$ cat config.mk
export PLATFORM = sky130hd
export DESIGN_NAME = dht11_sample_scheduler_flat
export DESIGN_NICKNAME = d
export VERILOG_FILES = /design/src/rtl/dht11_sample_scheduler_if.sv /design/src/rtl/dht11_sample_scheduler.sv /design/src/flat_wrapper.sv
export SDC_FILE = /design/constraint.sdc
export NUM_CORES = 1
export LEC_CHECK = 0
export ABC_AREA = 0
export BUFFER_PORTS_ARGS = -buffer_cell sky130_fd_sc_hd__clkbuf_2
export CAP_MARGIN = 20
export CELL_PAD_IN_SITES_DETAIL_PLACEMENT = 0
export CELL_PAD_IN_SITES_GLOBAL_PLACEMENT = 1
export CORE_MARGIN = 3
export CORE_UTILIZATION = 40
export DETAILED_ROUTE_END_ITERATION = 10
export PLACE_DENSITY_LB_ADDON = 0.1
export SETUP_SLACK_MARGIN = 0.5
export SLEW_MARGIN = 20
export SYNTH_ARGS = -nofsm -noshare
export SYNTH_HDL_FRONTEND = slang
export SYNTH_SLANG_ARGS = --single-unit
$ cat constraint.sdc
create_clock -name clk -period 4.65 [get_ports clk]
set_input_delay 0.93 -clock clk [delete_from_list [all_inputs] [get_ports clk]]
set_output_delay 0.93 -clock clk [all_outputs]
set_load 0.1 [all_outputs]
$ cat src/rtl/dht11_sample_scheduler_if.sv
// Purpose: bundles the scheduler's request, reader-side and result signals into one port.
// Latency: none, this is wiring only.
// Backpressure: none. The reader answers through sensor_ready while sensor_en is high.
// Ports: master = scheduler side (drives sensor_en and the results); slave = reader plus control side.
interface dht11_sample_scheduler_if;
  logic       auto_en;
  logic       req;
  logic       sensor_en;
  logic       sensor_ready;
  logic [7:0] sensor_humidity;
  logic [7:0] sensor_temperature;
  logic [7:0] humidity;
  logic [7:0] temperature;
  logic       valid;
  logic       sample_strobe;
  logic       busy;
  logic       timeout_err;
  logic [3:0] retry_cnt;
  logic [7:0] fail_cnt;

  modport master (
    input  auto_en, req, sensor_ready, sensor_humidity, sensor_temperature,
    output sensor_en, humidity, temperature, valid, sample_strobe, busy,
           timeout_err, retry_cnt, fail_cnt
  );

  modport slave (
    output auto_en, req, sensor_ready, sensor_humidity, sensor_temperature,
    input  sensor_en, humidity, temperature, valid, sample_strobe, busy,
           timeout_err, retry_cnt, fail_cnt
  );
endinterface

$ cat src/rtl/dht11_sample_scheduler.sv
// Purpose: sequences DHT11 reads (periodic/on-demand, min gap, timeout+retry) and holds the last valid sample.
// Latency: a read starts MIN_GAP_CYCLES+1 cycles after the previous one ends; results appear one cycle after sensor_ready.
// Backpressure: extra requests coalesce into a single pending flag and never abort an in-flight attempt.
// Ports: clk and rst_n (sync, active-low), plus bus (dht11_sample_scheduler_if.master). All outputs are registered.
module dht11_sample_scheduler #(
  parameter int unsigned PERIOD_CYCLES  = 500000000,
  parameter int unsigned MIN_GAP_CYCLES = 200000000,
  parameter int unsigned TIMEOUT_CYCLES = 2500000,
  parameter int unsigned MAX_RETRIES    = 3,
  parameter int unsigned CNT_W          = 32
) (
  input logic                      clk,
  input logic                      rst_n,
  dht11_sample_scheduler_if.master bus
);
  localparam logic [1:0] IDLE   = 2'd0;
  localparam logic [1:0] GAP    = 2'd1;
  localparam logic [1:0] ACTIVE = 2'd2;

  localparam logic [CNT_W-1:0] PERIOD_LAST = CNT_W'(PERIOD_CYCLES - 1);
  localparam logic [CNT_W-1:0] GAP_FULL    = CNT_W'(MIN_GAP_CYCLES);
  localparam logic [CNT_W-1:0] ACT_LAST    = CNT_W'(TIMEOUT_CYCLES - 1);
  localparam logic [CNT_W-1:0] CNT_ONE     = CNT_W'(1);
  localparam logic [3:0]       RETRY_MAX   = 4'(MAX_RETRIES);

  logic [1:0]       state;
  logic             pending;
  logic [CNT_W-1:0] period_cnt;
  logic [CNT_W-1:0] gap_cnt;
  logic [CNT_W-1:0] act_cnt;
  logic             sensor_en;
  logic [7:0]       humidity;
  logic [7:0]       temperature;
  logic             valid;
  logic             sample_strobe;
  logic             busy;
  logic             timeout_err;
  logic [3:0]       retry_cnt;
  logic [7:0]       fail_cnt;
  logic             period_tick;

  assign period_tick = bus.auto_en && (period_cnt == PERIOD_LAST);

  always_ff @(posedge clk) begin
    if (!rst_n) begin
      state         <= IDLE;
      pending       <= 1'b0;
      period_cnt    <= '0;
      gap_cnt       <= '0;
      act_cnt       <= '0;
      sensor_en     <= 1'b0;
      humidity      <= 8'd0;
      temperature   <= 8'd0;
      valid         <= 1'b0;
      sample_strobe <= 1'b0;
      busy          <= 1'b0;
      timeout_err   <= 1'b0;
      retry_cnt     <= 4'd0;
      fail_cnt      <= 8'd0;
    end else begin
      sample_strobe <= 1'b0;

      if (!bus.auto_en || period_tick) begin
        period_cnt <= '0;
      end else begin
        period_cnt <= period_cnt + CNT_ONE;
      end

      // Idle time is counted in IDLE and GAP alike, so a request arriving
      // after a long quiet spell goes straight through GAP.
      if (state != ACTIVE && gap_cnt != GAP_FULL) begin
        gap_cnt <= gap_cnt + CNT_ONE;
      end

      case (state)
        IDLE: begin
          if (pending) begin
            state     <= GAP;
            busy      <= 1'b1;
            retry_cnt <= 4'd0;
          end
        end
        GAP: begin
          if (gap_cnt == GAP_FULL) begin
            state     <= ACTIVE;
            sensor_en <= 1'b1;
            act_cnt   <= '0;
            pending   <= 1'b0;
          end
        end
        ACTIVE: begin
          act_cnt <= act_cnt + CNT_ONE;
          // A result that lands on the final timeout cycle still counts.
          if (bus.sensor_ready) begin
            humidity      <= bus.sensor_humidity;
            temperature   <= bus.sensor_temperature;
            valid         <= 1'b1;
            sample_strobe <= 1'b1;
            timeout_err   <= 1'b0;
            retry_cnt     <= 4'd0;
            sensor_en     <= 1'b0;
            gap_cnt       <= '0;
            state         <= IDLE;
            busy          <= 1'b0;
          end else if (act_cnt == ACT_LAST) begin
            sensor_en <= 1'b0;
            gap_cnt   <= '0;
            if (retry_cnt < RETRY_MAX) begin
              retry_cnt <= retry_cnt + 4'd1;
              state     <= GAP;
            end else begin
              timeout_err <= 1'b1;
              if (fail_cnt != 8'hFF) begin
                fail_cnt <= fail_cnt + 8'd1;
              end
              state <= IDLE;
              busy  <= 1'b0;
            end
          end
        end
        default: begin
          state     <= IDLE;
          sensor_en <= 1'b0;
          busy      <= 1'b0;
        end
      endcase

      // This comes after the case so that a request on the launch edge
      // is kept rather than lost.
      if (bus.req || period_tick) begin
        pending <= 1'b1;
      end
    end
  end

  assign bus.sensor_en     = sensor_en;
  assign bus.humidity      = humidity;
  assign bus.temperature   = temperature;
  assign bus.valid         = valid;
  assign bus.sample_strobe = sample_strobe;
  assign bus.busy          = busy;
  assign bus.timeout_err   = timeout_err;
  assign bus.retry_cnt     = retry_cnt;
  assign bus.fail_cnt      = fail_cnt;
endmodule

$ cat src/flat_wrapper.sv
// flat-port wrapper written by rule: the top's interface ports become plain ports
module dht11_sample_scheduler_flat 
#(
  parameter int unsigned PERIOD_CYCLES  = 500000000,
  parameter int unsigned MIN_GAP_CYCLES = 200000000,
  parameter int unsigned TIMEOUT_CYCLES = 2500000,
  parameter int unsigned MAX_RETRIES    = 3,
  parameter int unsigned CNT_W          = 32
)
  (clk, rst_n, bus_auto_en, bus_req, bus_sensor_ready, bus_sensor_humidity, bus_sensor_temperature, bus_sensor_en, bus_humidity, bus_temperature, bus_valid, bus_sample_strobe, bus_busy, bus_timeout_err, bus_retry_cnt, bus_fail_cnt);
  dht11_sample_scheduler_if bus_i ();
  input logic clk;
  input logic rst_n;
  input wire logic [$bits(bus_i.auto_en)-1:0] bus_auto_en;
  input wire logic [$bits(bus_i.req)-1:0] bus_req;
  input wire logic [$bits(bus_i.sensor_ready)-1:0] bus_sensor_ready;
  input wire logic [$bits(bus_i.sensor_humidity)-1:0] bus_sensor_humidity;
  input wire logic [$bits(bus_i.sensor_temperature)-1:0] bus_sensor_temperature;
  output wire logic [$bits(bus_i.sensor_en)-1:0] bus_sensor_en;
  output wire logic [$bits(bus_i.humidity)-1:0] bus_humidity;
  output wire logic [$bits(bus_i.temperature)-1:0] bus_temperature;
  output wire logic [$bits(bus_i.valid)-1:0] bus_valid;
  output wire logic [$bits(bus_i.sample_strobe)-1:0] bus_sample_strobe;
  output wire logic [$bits(bus_i.busy)-1:0] bus_busy;
  output wire logic [$bits(bus_i.timeout_err)-1:0] bus_timeout_err;
  output wire logic [$bits(bus_i.retry_cnt)-1:0] bus_retry_cnt;
  output wire logic [$bits(bus_i.fail_cnt)-1:0] bus_fail_cnt;
  assign bus_i.auto_en = bus_auto_en;
  assign bus_i.req = bus_req;
  assign bus_i.sensor_ready = bus_sensor_ready;
  assign bus_i.sensor_humidity = bus_sensor_humidity;
  assign bus_i.sensor_temperature = bus_sensor_temperature;
  assign bus_sensor_en = bus_i.sensor_en;
  assign bus_humidity = bus_i.humidity;
  assign bus_temperature = bus_i.temperature;
  assign bus_valid = bus_i.valid;
  assign bus_sample_strobe = bus_i.sample_strobe;
  assign bus_busy = bus_i.busy;
  assign bus_timeout_err = bus_i.timeout_err;
  assign bus_retry_cnt = bus_i.retry_cnt;
  assign bus_fail_cnt = bus_i.fail_cnt;
  dht11_sample_scheduler #(.PERIOD_CYCLES(PERIOD_CYCLES), .MIN_GAP_CYCLES(MIN_GAP_CYCLES), .TIMEOUT_CYCLES(TIMEOUT_CYCLES), .MAX_RETRIES(MAX_RETRIES), .CNT_W(CNT_W)) u_core (.clk(clk), .rst_n(rst_n), .bus(bus_i));
endmodule
==> results of run 1 <==
## state kept, by name, summed over array words and instances (netlist names), 2 cells and up
signal,flops
u_core.gap_cnt,32
u_core.bus.fail_cnt,8
u_core.bus.humidity,8
u_core.period_cnt,32
u_core.act_cnt,32
u_core.bus.retry_cnt,4
u_core.bus.temperature,8
u_core.state,2
## layer usage
| metal | wire [µm] | track usage |
|---|---|---|
| met1 | 7510 | 0.244 |
| met2 | 6810 | 0.285 |
| met3 | 573 | 0.0524 |
| met4 | 144 | 0.0587 |
| met5 | 0 | 0 |
## Yosys cell counts (all sizes together) (5+ instances only)
master / number / area share
nor4b: 8 / 0.011
buf: 9 / 0.0082
o31ai: 9 / 0.011
and3: 24 / 0.024
nor4: 16 / 0.022
a21oi: 71 / 0.057
and4: 11 / 0.015
inv: 18 / 0.011
nor2: 74 / 0.044
nand3: 45 / 0.036
o21ai: 27 / 0.022
xor2: 15 / 0.021
o21a: 14 / 0.017
or4: 15 / 0.019
clkbuf: 27 / 0.016
xnor2: 22 / 0.031
nor3: 20 / 0.016
nand2b: 6 / 0.0060
or3: 27 / 0.027
o211ai: 5 / 0.0060
nand4: 36 / 0.040
a31oi: 5 / 0.0050
nand2: 85 / 0.051
ha: 6 / 0.012
dfxtp: 132 / 0.42
## cells by family (layout without fill, tap and decap cells)
| family | Yosys count | after routing |
|---|---|---|
| AOI/OAI and AO/OA | 146 | 146 |
| xor gates and xnor gates | 37 | 37 |
| adders and majority gates | 6 | 6 |
| buffers and inverters | 55 | 109 |
| DFF | 132 | 132 |
| and+or+nand+nor | 387 | 387 |
## metrics by stage
| step | total power (W) | utilization | std cells | worst slack, ps |
|---|---|---|---|---|
| final | 0.00268 | 0.481 | 1028 | 2010 |
| after global routing | 0.00278 | 0.481 | 1028 | 1820 |
| after CTS | 0.00272 | 0.480 | 1028 | 2030 |
| after detailed placement | 0.00123 | 0.437 | 996 | 2030 |
| after global placement | 0.00122 | 0.436 | 995 | 1730 |
| after floorplan | 0.00120 | - | 763 | 2100 |
## worst max path at each step
stage | start | cells after the start | endpoint | slack, ps
final | u_core.state[0]$_SDFFE_PN0P_ | 4 | u_core.gap_cnt[25]$_SDFF_PN0_ | 2010
after global routing | u_core.state[0]$_SDFFE_PN0P_ | 4 | u_core.gap_cnt[25]$_SDFF_PN0_ | 1820
after CTS | u_core.gap_cnt[8]$_SDFF_PN0_ | 5 | u_core.act_cnt[15]$_SDFFE_PN0P_ | 2030
after detailed placement | bus_sensor_ready | 5 | u_core.bus.fail_cnt[5]$_SDFFE_PN0P_ | 2030
after global placement | rst_n | 3 | u_core.period_cnt[22]$_SDFF_PP0_ | 1730
after floorplan | u_core.bus.fail_cnt[0]$_SDFFE_PN0P_ | 7 | u_core.bus.fail_cnt[6]$_SDFFE_PN0P_ | 2100
## cell type report
class                           count  area [µm²]
Timing Repair Buffer               58         310
Tap cell                          211         264
Clock buffer                       17         425
Fill cell                        1496        7920
Inverter                           19        71.3
Sequential cell                   132        2640
Multi-Input combinational cell    576        3390
Clock inverter                     15         230
## report_power, final
group	leakage [nW]	switching, W	internal [W]
registers	1.06	0.00000773	0.00114
clock network	0.310	0.000524	0.000956
logic	1.12	0.0000376	0.0000183
## placed cells by master (no fill, tap or decap), types with 3 or more instances in the layout
master / netlist / final
and3_1: 23 / 23
or4_1: 13 / 12
clkinvlp_4: 0 / 3
nand4_1: 33 / 33
o21ai_0: 26 / 26
nor4b_1: 8 / 8
nor4bb_1: 3 / 3
a21oi_1: 71 / 71
inv_1: 18 / 18
nand2_1: 85 / 85
clkinv_4: 0 / 4
xnor2_1: 22 / 22
o21a_1: 14 / 14
nor3_1: 20 / 19
nor4_1: 13 / 12
and4_1: 11 / 11
nand3b_1: 4 / 4
nand3_1: 45 / 45
or3_1: 26 / 26
buf_4: 0 / 4
xor2_1: 15 / 15
ha_1: 6 / 6
nor2_1: 74 / 74
and2_1: 4 / 4
clkbuf_2: 1 / 53
clkbuf_16: 0 / 17
dfxtp_1: 132 / 132
a31oi_1: 5 / 5
bufinv_16: 0 / 5
o211ai_1: 5 / 5
nand2b_1: 6 / 6
or2_2: 3 / 3
o31ai_1: 9 / 9
==> results.sh, run 1 <==
export IMPL_grt_overflow=0
export IMPL_synth_ff_type="dfxtp_1"
export IMPL_layout_min_cycle_time_ps=2640
export IMPL_synth_area_mux_share=0
export IMPL_status="finished clean"
export IMPL_tightest_slew_ps=826
export IMPL_max_cap_violations=0
export IMPL_slowest_stage="or4b_2"
export IMPL_cpPeakStageDelay_ps=750
export IMPL_tns_ps=0
export IMPL_layout_drive_gt1_share=0.135
export IMPL_core_um2=15300
export IMPL_hpwl_um=10100
export IMPL_worst_path_buf_inv=0
export IMPL_hold_viol=0
export IMPL_synth_fa_ha_area_frac=0.0120
export IMPL_worstHoldPathType="reg -> reg"
export IMPL_end_kind="flop"
export IMPL_r2r_start="u_core.state[0]$_SDFFE_PN0P_"
export IMPL_arrival_ps=2980
export IMPL_reg2reg_depth=4
export IMPL_htree_levels=4
export IMPL_r2r_slack_ps=2010
export IMPL_first_iter_violations=373
export IMPL_area_growth_pct=17.5
export IMPL_path_delay_family="simple AND/OR/NAND/NOR gates"
export IMPL_reg2reg_to="u_core.gap_cnt[25]$_SDFF_PN0_"
export IMPL_placementRows=45
export IMPL_pin_count=54
export IMPL_cts_hold_fix_buffers=0
export IMPL_cts_clk_slew_worst_paths_ps=60
export IMPL_fin_hold_ws_ps=445
export IMPL_critPathKind="reg -> reg"
export IMPL_cp_required_ps=4990
export IMPL_rsz0062_at_grt="no"
export IMPL_synth_edf_count=0
export IMPL_synth_seq_cells=132
export IMPL_num_antenna_cells=0
export IMPL_layout_worst_path_cycle_share=0.568
export IMPL_num_vias=5597
export IMPL_grt_pass1_vias=5200
export IMPL_synth_compound_area_frac=0.138
export IMPL_fin_skew_ps=6.14
export IMPL_fin_area_um2=7330
export IMPL_tritoncts="done"
export IMPL_clock_fmax_mhz=379
export IMPL_post_cts_setup_buffers=0
export IMPL_setup_violations=0
export IMPL_whs_path_depth=1
export IMPL_synth_area_per_cell_um2=8.18
export IMPL_cts_root_buf="clkbuf_16"
export IMPL_crit_fanout=18
export IMPL_synthSimpleGateAreaFrac=0.338
export IMPL_cts_buffer_depth=2
export IMPL_ir_drop_v=0.000268
export IMPL_cts_resized=0
export IMPL_start_util=0.409
export IMPL_synth_area_um2=6240
export IMPL_drc=0
export IMPL_dieArea_um2=17100
export IMPL_slew_headroom=0.444
export IMPL_antenna_found_initial=0
export IMPL_start_kind="flop"
export IMPL_place_area_um2=6670
export IMPL_synth_xor_area_share=0.0519
export IMPL_drt_wl_total_um=15000
export IMPL_hold_end="u_core.period_cnt[0]$_SDFF_PP0_"
export IMPL_p_per_area_nw_per_um2=365
export IMPL_ant_nets=0
export IMPL_dieWidth_um=131
export IMPL_crit_chain="nand2b_1 > nand4_2 > or4b_2 > a21oi_1"
export IMPL_seq_area_frac_synth=0.423
export IMPL_slew_violations=0
export IMPL_port_buffers=53
export IMPL_grt_pass1_wl_um=25200
export IMPL_cts_buffers=17
export IMPL_firstDrtPassIters=7
export IMPL_synth_fp_nets=790
export IMPL_async_flop_share=0
export IMPL_layout_nets=831
export IMPL_viasPerCell=5.44
export IMPL_die_h_um=131
export IMPL_synth_cell_types=57
export IMPL_yosys_warnings=0
export IMPL_grt_max_degree=40
export IMPL_gr_usage_all_layers=0.183
export IMPL_clock_latency_ps=410
export IMPL_synth_top_family_by_area="simple AND/OR/NAND/NOR gates"
export IMPL_globalplace_congestion=0.777
export IMPL_min_from="u_core.period_cnt[0]$_SDFF_PP0_"
export IMPL_synthesis_instances=763
export IMPL_wl_per_cell_um=14.6
export IMPL_clock_sinks=132
export IMPL_p_leak_nw=2.50
(Power assumes the default switching activity.)
==> run 2: changes to the inputs <==
clock period = 2.4 ns   (was 4.65 ns; I/O delays follow)
==> run 2 against run 1 <==
Effect of this change:
- global-route usage rose by 1.0 points
- clock power increased by 76%
- sequential power up 94%
- non-clock buffer count is 50 higher
- final cell count grew 5.0%
- first-iteration DRC count shrank 17%
- largest cell class unchanged
==> results.sh, run 2 (synthesis results as in run 1) <==
export IMPL_dieArea_um2=17100
export IMPL_fin_skew_ps=9.58
export IMPL_cts_hold_fix_buffers=0
export IMPL_layout_min_cycle_time_ps=2060
export IMPL_num_vias=5911
export IMPL_power_switching_w=0.00109
export IMPL_wl_per_cell_um=15.5
export IMPL_cts_buffer_depth=2
export IMPL_dieWidth_um=131
export IMPL_hold_viol=0
export IMPL_fin_area_um2=8130
export IMPL_layout_nets=882
export IMPL_drc=0
export IMPL_die_h_um=131
export IMPL_final_common_cell="dfxtp_1"
export IMPL_first_iter_violations=311
export IMPL_regArea_um2=2710
export IMPL_multi_input_area_um2=3650
export IMPL_cts_root_buf="clkbuf_16"
export IMPL_globalplace_congestion=0.769
export IMPL_fin_hold_ws_ps=277
export IMPL_clockPowerShare=0.526
export IMPL_clock_sinks=132
export IMPL_antenna_found_initial=0
export IMPL_grt_pass1_vias=5464
export IMPL_layout_worst_path_cycle_share=0.859
export IMPL_grt_pass1_wl_um=26600
export IMPL_num_antenna_cells=0
export IMPL_viasPerCell=5.48
export IMPL_cts_buffers=17
export IMPL_tritoncts="done"
export IMPL_area_growth_pct=30.3
export IMPL_port_buffers=53
export IMPL_reg2reg_depth=6
export IMPL_pin_count=54
export IMPL_crit_fanout=8
export IMPL_p_int_w=0.00387
export IMPL_ant_nets=0
export IMPL_grt_max_degree=41
export IMPL_r2r_start="u_core.gap_cnt[29]$_SDFF_PN0_"
export IMPL_layout_common_cells="98 x dfxtp_1, 82 x nand2_1, 73 x nor2_1"
export IMPL_seqPwrFrac=0.445
export IMPL_start_kind="flop"
export IMPL_p_comb_frac=0.029
export IMPL_gr_usage_all_layers=0.193
export IMPL_setup_violations=0
export IMPL_tightest_slew_ps=608
export IMPL_end_kind="flop"
export IMPL_layout_drive_gt1_share=0.266
export IMPL_critPathKind="reg -> reg"
export IMPL_max_cap_violations=0
export IMPL_clock_fmax_mhz=485
export IMPL_ir_drop_v=0.000578
export IMPL_placementRows=45
export IMPL_htree_levels=4
export IMPL_core_um2=15300
export IMPL_cts_clk_slew_worst_paths_ps=60
export IMPL_slew_headroom=0.592
export IMPL_status="finished clean"
export IMPL_whs_path_depth=3
export IMPL_start_util=0.409
export IMPL_cp_required_ps=2710
export IMPL_reg2reg_to="u_core.act_cnt[22]$_SDFFE_PN0P_"
export IMPL_hold_end="u_core.bus.temperature[1]$_SDFFE_PN0P_"
export IMPL_drt_wl_total_um=16700
export IMPL_r2r_slack_ps=340
export IMPL_hpwl_um=10500
export IMPL_slew_violations=0
export IMPL_firstDrtPassIters=5
export IMPL_reg_top3="u_core.act_cnt: 32 flops, u_core.gap_cnt: 32 flops, u_core.period_cnt: 32 flops"
export IMPL_place_area_um2=6930
export IMPL_p_leak_nw=2.89
export IMPL_p_per_area_nw_per_um2=610
export IMPL_fillers=1396
export IMPL_min_from="bus_sensor_temperature[1]"
export IMPL_worstHoldPathType="in -> reg"
export IMPL_tns_ps=0
export IMPL_grt_overflow=0
export IMPL_arrival_ps=2380
export IMPL_sw_frac_of_total=0.220
export IMPL_rsz0062_at_grt="yes"
export IMPL_clock_latency_ps=420
[run 2: cell count changes in the layout (fill, tap and decap cells not counted), moves of 5 or more]
cell | before | now
buf_4 | 4 | 40
dfxtp_1 | 132 | 98
dfxtp_2 | 0 | 25
dfxtp_4 | 0 | 9
buf_6 | 0 | 5
nand3_1 | 45 | 40
nand3_2 | 0 | 5
nor4_1 | 12 | 7
[run 2: worst max-delay path by stage]
stage | from | to | slack, ps | cells past startpoint
final | u_core.gap_cnt[29]$_SDFF_PN0_ | u_core.act_cnt[22]$_SDFFE_PN0P_ | 340 | 6
after detailed placement | u_core.act_cnt[28]$_SDFFE_PN0P_ | u_core.bus.fail_cnt[5]$_SDFFE_PN0P_ | 160 | 5
after floorplan | u_core.act_cnt[28]$_SDFFE_PN0P_ | u_core.bus.fail_cnt[6]$_SDFFE_PN0P_ | 380 | 6
after CTS | u_core.gap_cnt[8]$_SDFF_PN0_ | u_core.act_cnt[29]$_SDFFE_PN0P_ | 360 | 6
after global placement | u_core.act_cnt[28]$_SDFFE_PN0P_ | u_core.bus.fail_cnt[5]$_SDFFE_PN0P_ | 180 | 5
after global routing | u_core.gap_cnt[4]$_SDFF_PN0_ | u_core.gap_cnt[19]$_SDFF_PN0_ | 250 | 6
[run 2: final cells by class]
type,instances,area share
inverter,19,0.00908
tap,211,0.0325
clock inverter,15,0.0203
sequential,132,0.333
clock buffer,17,0.0523
timing repair buffer,108,0.104
multi-input combinational,577,0.449
[run 2: through the flow]
step                 util  setup slack [ps]  cells  power [W]
floorplan               -               381    763    0.00233
detailed placement  0.454               155   1015    0.00238
finish              0.533               338   1079    0.00496
CTS                 0.517               364   1071    0.00500
global route        0.533               247   1079    0.00514
global placement    0.454               181   1015    0.00237
[run 2: power groups by stage]
stage | Combinational, W | Sequential (W) | Clock [W]
6_report | 0.000142 | 0.00221 | 0.00261
5_1_grt | 0.000155 | 0.00221 | 0.00277
4_1_cts | 0.000134 | 0.00221 | 0.00266
3_5_place_dp | 0.000118 | 0.00226 | 0
3_3_place_gp | 0.000116 | 0.00226 | 0
2_1_floorplan | 0.0000645 | 0.00226 | 0
[run 2: layer usage]
layer	track usage	vias up	part of all wire
li1	-	2974	-
met1	0.255	2802	0.47
met2	0.311	110	0.48
met3	0.0488	25	0.035
met4	0.0617	0	0.017
met5	0	-	0
[run 2: worst max-delay path, cell delays in order (launching register included)]
cell and delay (ps):
dfxtp_1 370, nor4_1 280, nand3_1 100, or4_4 670, buf_16 200, and3_1 160, o21a_1 170
[run 2: timing repair]
action | in CTS | in global routing
cloned | 4 | 2
buffers inserted | 20 | 6
pin swaps | 15 | 11
endpoints found under the setup margin | 104 | 129
gates resized for setup | 36 | 45
==> run 3: changes to the inputs <==
clock period = 2.35 ns   (was 2.4 ns; I/O delays follow)
==> run 3 against run 2 <==
Effect of this change:
- die area did not move
- utilization rose by 5.9 points
- clock power rose by 8.0%
- largest power group unchanged
- critical endpoint is now u_core.bus.fail_cnt[5]$_SDFFE_PN0P_
- highest routed layer unchanged
==> results.sh, run 3 (synthesis results as in run 1) <==
export IMPL_status="finished clean"
export IMPL_wl_per_cell_um=16.9
export IMPL_grt_max_degree=45
export IMPL_critPathKind="reg -> reg"
export IMPL_rsz0062_at_grt="yes"
export IMPL_port_buffers=53
export IMPL_final_util=0.592
export IMPL_fillers=1332
export IMPL_drc=0
export IMPL_layout_worst_path_cycle_share=0.917
export IMPL_tritoncts="done"
export IMPL_viasPerCell=5.56
export IMPL_reg_top3="u_core.act_cnt: 32 flops, u_core.gap_cnt: 32 flops, u_core.period_cnt: 32 flops"
export IMPL_crit_fanout=8
export IMPL_grt_use_met3=0.0512
export IMPL_drt_wl_total_um=18700
export IMPL_finalPower_w=0.00528
export IMPL_use_met2=0.303
export IMPL_final_common_cell="dfxtp_1"
export IMPL_grt_overflow=0
export IMPL_clock_fmax_mhz=464
export IMPL_reg2reg_to="u_core.bus.fail_cnt[5]$_SDFFE_PN0P_"
export IMPL_clock_sinks=132
export IMPL_end_kind="flop"
export IMPL_grt_pass1_vias=5533
export IMPL_r2r_slack_ps=200
export IMPL_start_util=0.409
export IMPL_globalplace_congestion=0.798
export IMPL_tns_ps=0
export IMPL_layout_common_cells="81 x dfxtp_1, 80 x nand2_1, 60 x buf_4"
export IMPL_max_cap_violations=0
export IMPL_p_leak_nw=3.02
export IMPL_start_kind="flop"
export IMPL_tightest_slew_ps=560
export IMPL_r2r_start="u_core.act_cnt[5]$_SDFFE_PN0P_"
export IMPL_hold_viol=0
export IMPL_num_antenna_cells=0
export IMPL_dieWidth_um=131
export IMPL_core_um2=15300
export IMPL_layout_nets=910
export IMPL_slew_violations=0
export IMPL_arrival_ps=2450
export IMPL_placementRows=45
export IMPL_firstDrtPassIters=5
export IMPL_grt_use_met1=0.298
export IMPL_num_vias=6149
export IMPL_area_growth_pct=44.6
export IMPL_cts_buffer_depth=2
export IMPL_hpwl_um=10800
export IMPL_pin_count=54
export IMPL_cts_root_buf="clkbuf_16"
export IMPL_clock_latency_ps=420
export IMPL_cp_required_ps=2650
export IMPL_worstHoldPathType="in -> reg"
export IMPL_first_iter_violations=373
export IMPL_antenna_found_initial=0
export IMPL_cts_buffers=17
export IMPL_cts_clk_slew_worst_paths_ps=60
export IMPL_layout_drive_gt1_share=0.421
export IMPL_fin_skew_ps=8.72
export IMPL_grt_pass1_wl_um=28000
export IMPL_ir_drop_v=0.000502
export IMPL_setup_violations=0
export IMPL_layout_cells_non_filler=1106
export IMPL_busiest_layer="met2"
export IMPL_crit_end="u_core.bus.fail_cnt[5]$_SDFFE_PN0P_"
export IMPL_startpoint="u_core.act_cnt[5]$_SDFFE_PN0P_"
export IMPL_layout_min_cycle_time_ps=2150
export IMPL_htree_levels=4
export IMPL_dp_cells=1012
export IMPL_p_per_area_nw_per_um2=585
export IMPL_die_h_um=131
export IMPL_gr_usage_all_layers=0.206
export IMPL_slew_headroom=0.628
export IMPL_ant_nets=0
export IMPL_reg2reg_depth=6
export IMPL_dieArea_um2=17100
export IMPL_fin_hold_ws_ps=275
[run 3: changes by cell type in the layout (fill, tap and decap cells not counted), moves of 11 or more]
cell	before	now
nor2_1	73	40
dfxtp_1	98	81
a21oi_1	68	33
nor2_4	1	23
buf_4	40	60
nor2_2	0	11
a21oi_2	3	38
[run 3: per-layer routing]
layer  routed length, µm  vias up
met4                 174        0
met1                9150     2992
met5                   0        -
met2                8670      119
li1                    -     3027
met3                 705       11
[run 3: layout make-up]
cell class,count,area (µm²),share of cell area
Inverter,19,73.8,0.00818
Clock buffer,23,509,0.0564
Tap cell,211,264,0.0292
Sequential cell,132,2750,0.305
Timing Repair Buffer,134,1090,0.120
Clock inverter,8,119,0.0132
Multi-Input combinational cell,579,4230,0.468
[run 3: critical path, cell delays in order (launching register included)]
cell and delay [ps]:
dfxtp_4 350, or4b_4 550, nor4_4 290, buf_4 180, nand4_4 160, o31a_2 330
o21a_1 180
[run 3: how the worst min path moves through the flow]
| stage | startpoint | end | slack, ps | cells past startpoint |
|---|---|---|---|---|
| 2_1_floorplan | u_core.period_cnt[0]$_SDFF_PP0_ | u_core.period_cnt[0]$_SDFF_PP0_ | 410 | 1 |
| 3_3_place_gp | u_core.period_cnt[0]$_SDFF_PP0_ | u_core.period_cnt[0]$_SDFF_PP0_ | 420 | 1 |
| 3_5_place_dp | u_core.period_cnt[0]$_SDFF_PP0_ | u_core.period_cnt[0]$_SDFF_PP0_ | 440 | 1 |
| 4_1_cts | bus_sensor_temperature[6] | u_core.bus.temperature[6]$_SDFFE_PN0P_ | 260 | 3 |
| 5_1_grt | bus_sensor_temperature[3] | u_core.bus.temperature[3]$_SDFFE_PN0P_ | 260 | 3 |
| 6_report | bus_sensor_temperature[6] | u_core.bus.temperature[6]$_SDFFE_PN0P_ | 270 | 3 |
[run 3: power by group]
group / switching, W / internal (W) / leakage [nW]
Sequential: 0.0000132 / 0.00223 / 1.09
Clock: 0.000987 / 0.00184 / 0.310
Combinational: 0.000125 / 0.0000907 / 1.62
[run 3: through the flow]
| step | area (µm²) | worst slack (ps) |
|---|---|---|
| floorplan | 6460 | 332 |
| global placement | 6990 | 178 |
| detailed placement | 6990 | 147 |
| CTS | 8120 | 219 |
| global route | 9030 | 102 |
| finish | 9030 | 196 |
[run 3: repair_timing]
| action | CTS | global route |
|---|---|---|
| setup endpoints to repair | 128 | 129 |
| pin swaps | 49 | 87 |
| setup buffers | 21 | 32 |
| resized for setup | 89 | 145 |
| cloned | 5 | 5 |
| hold buffers | 0 | 0 |
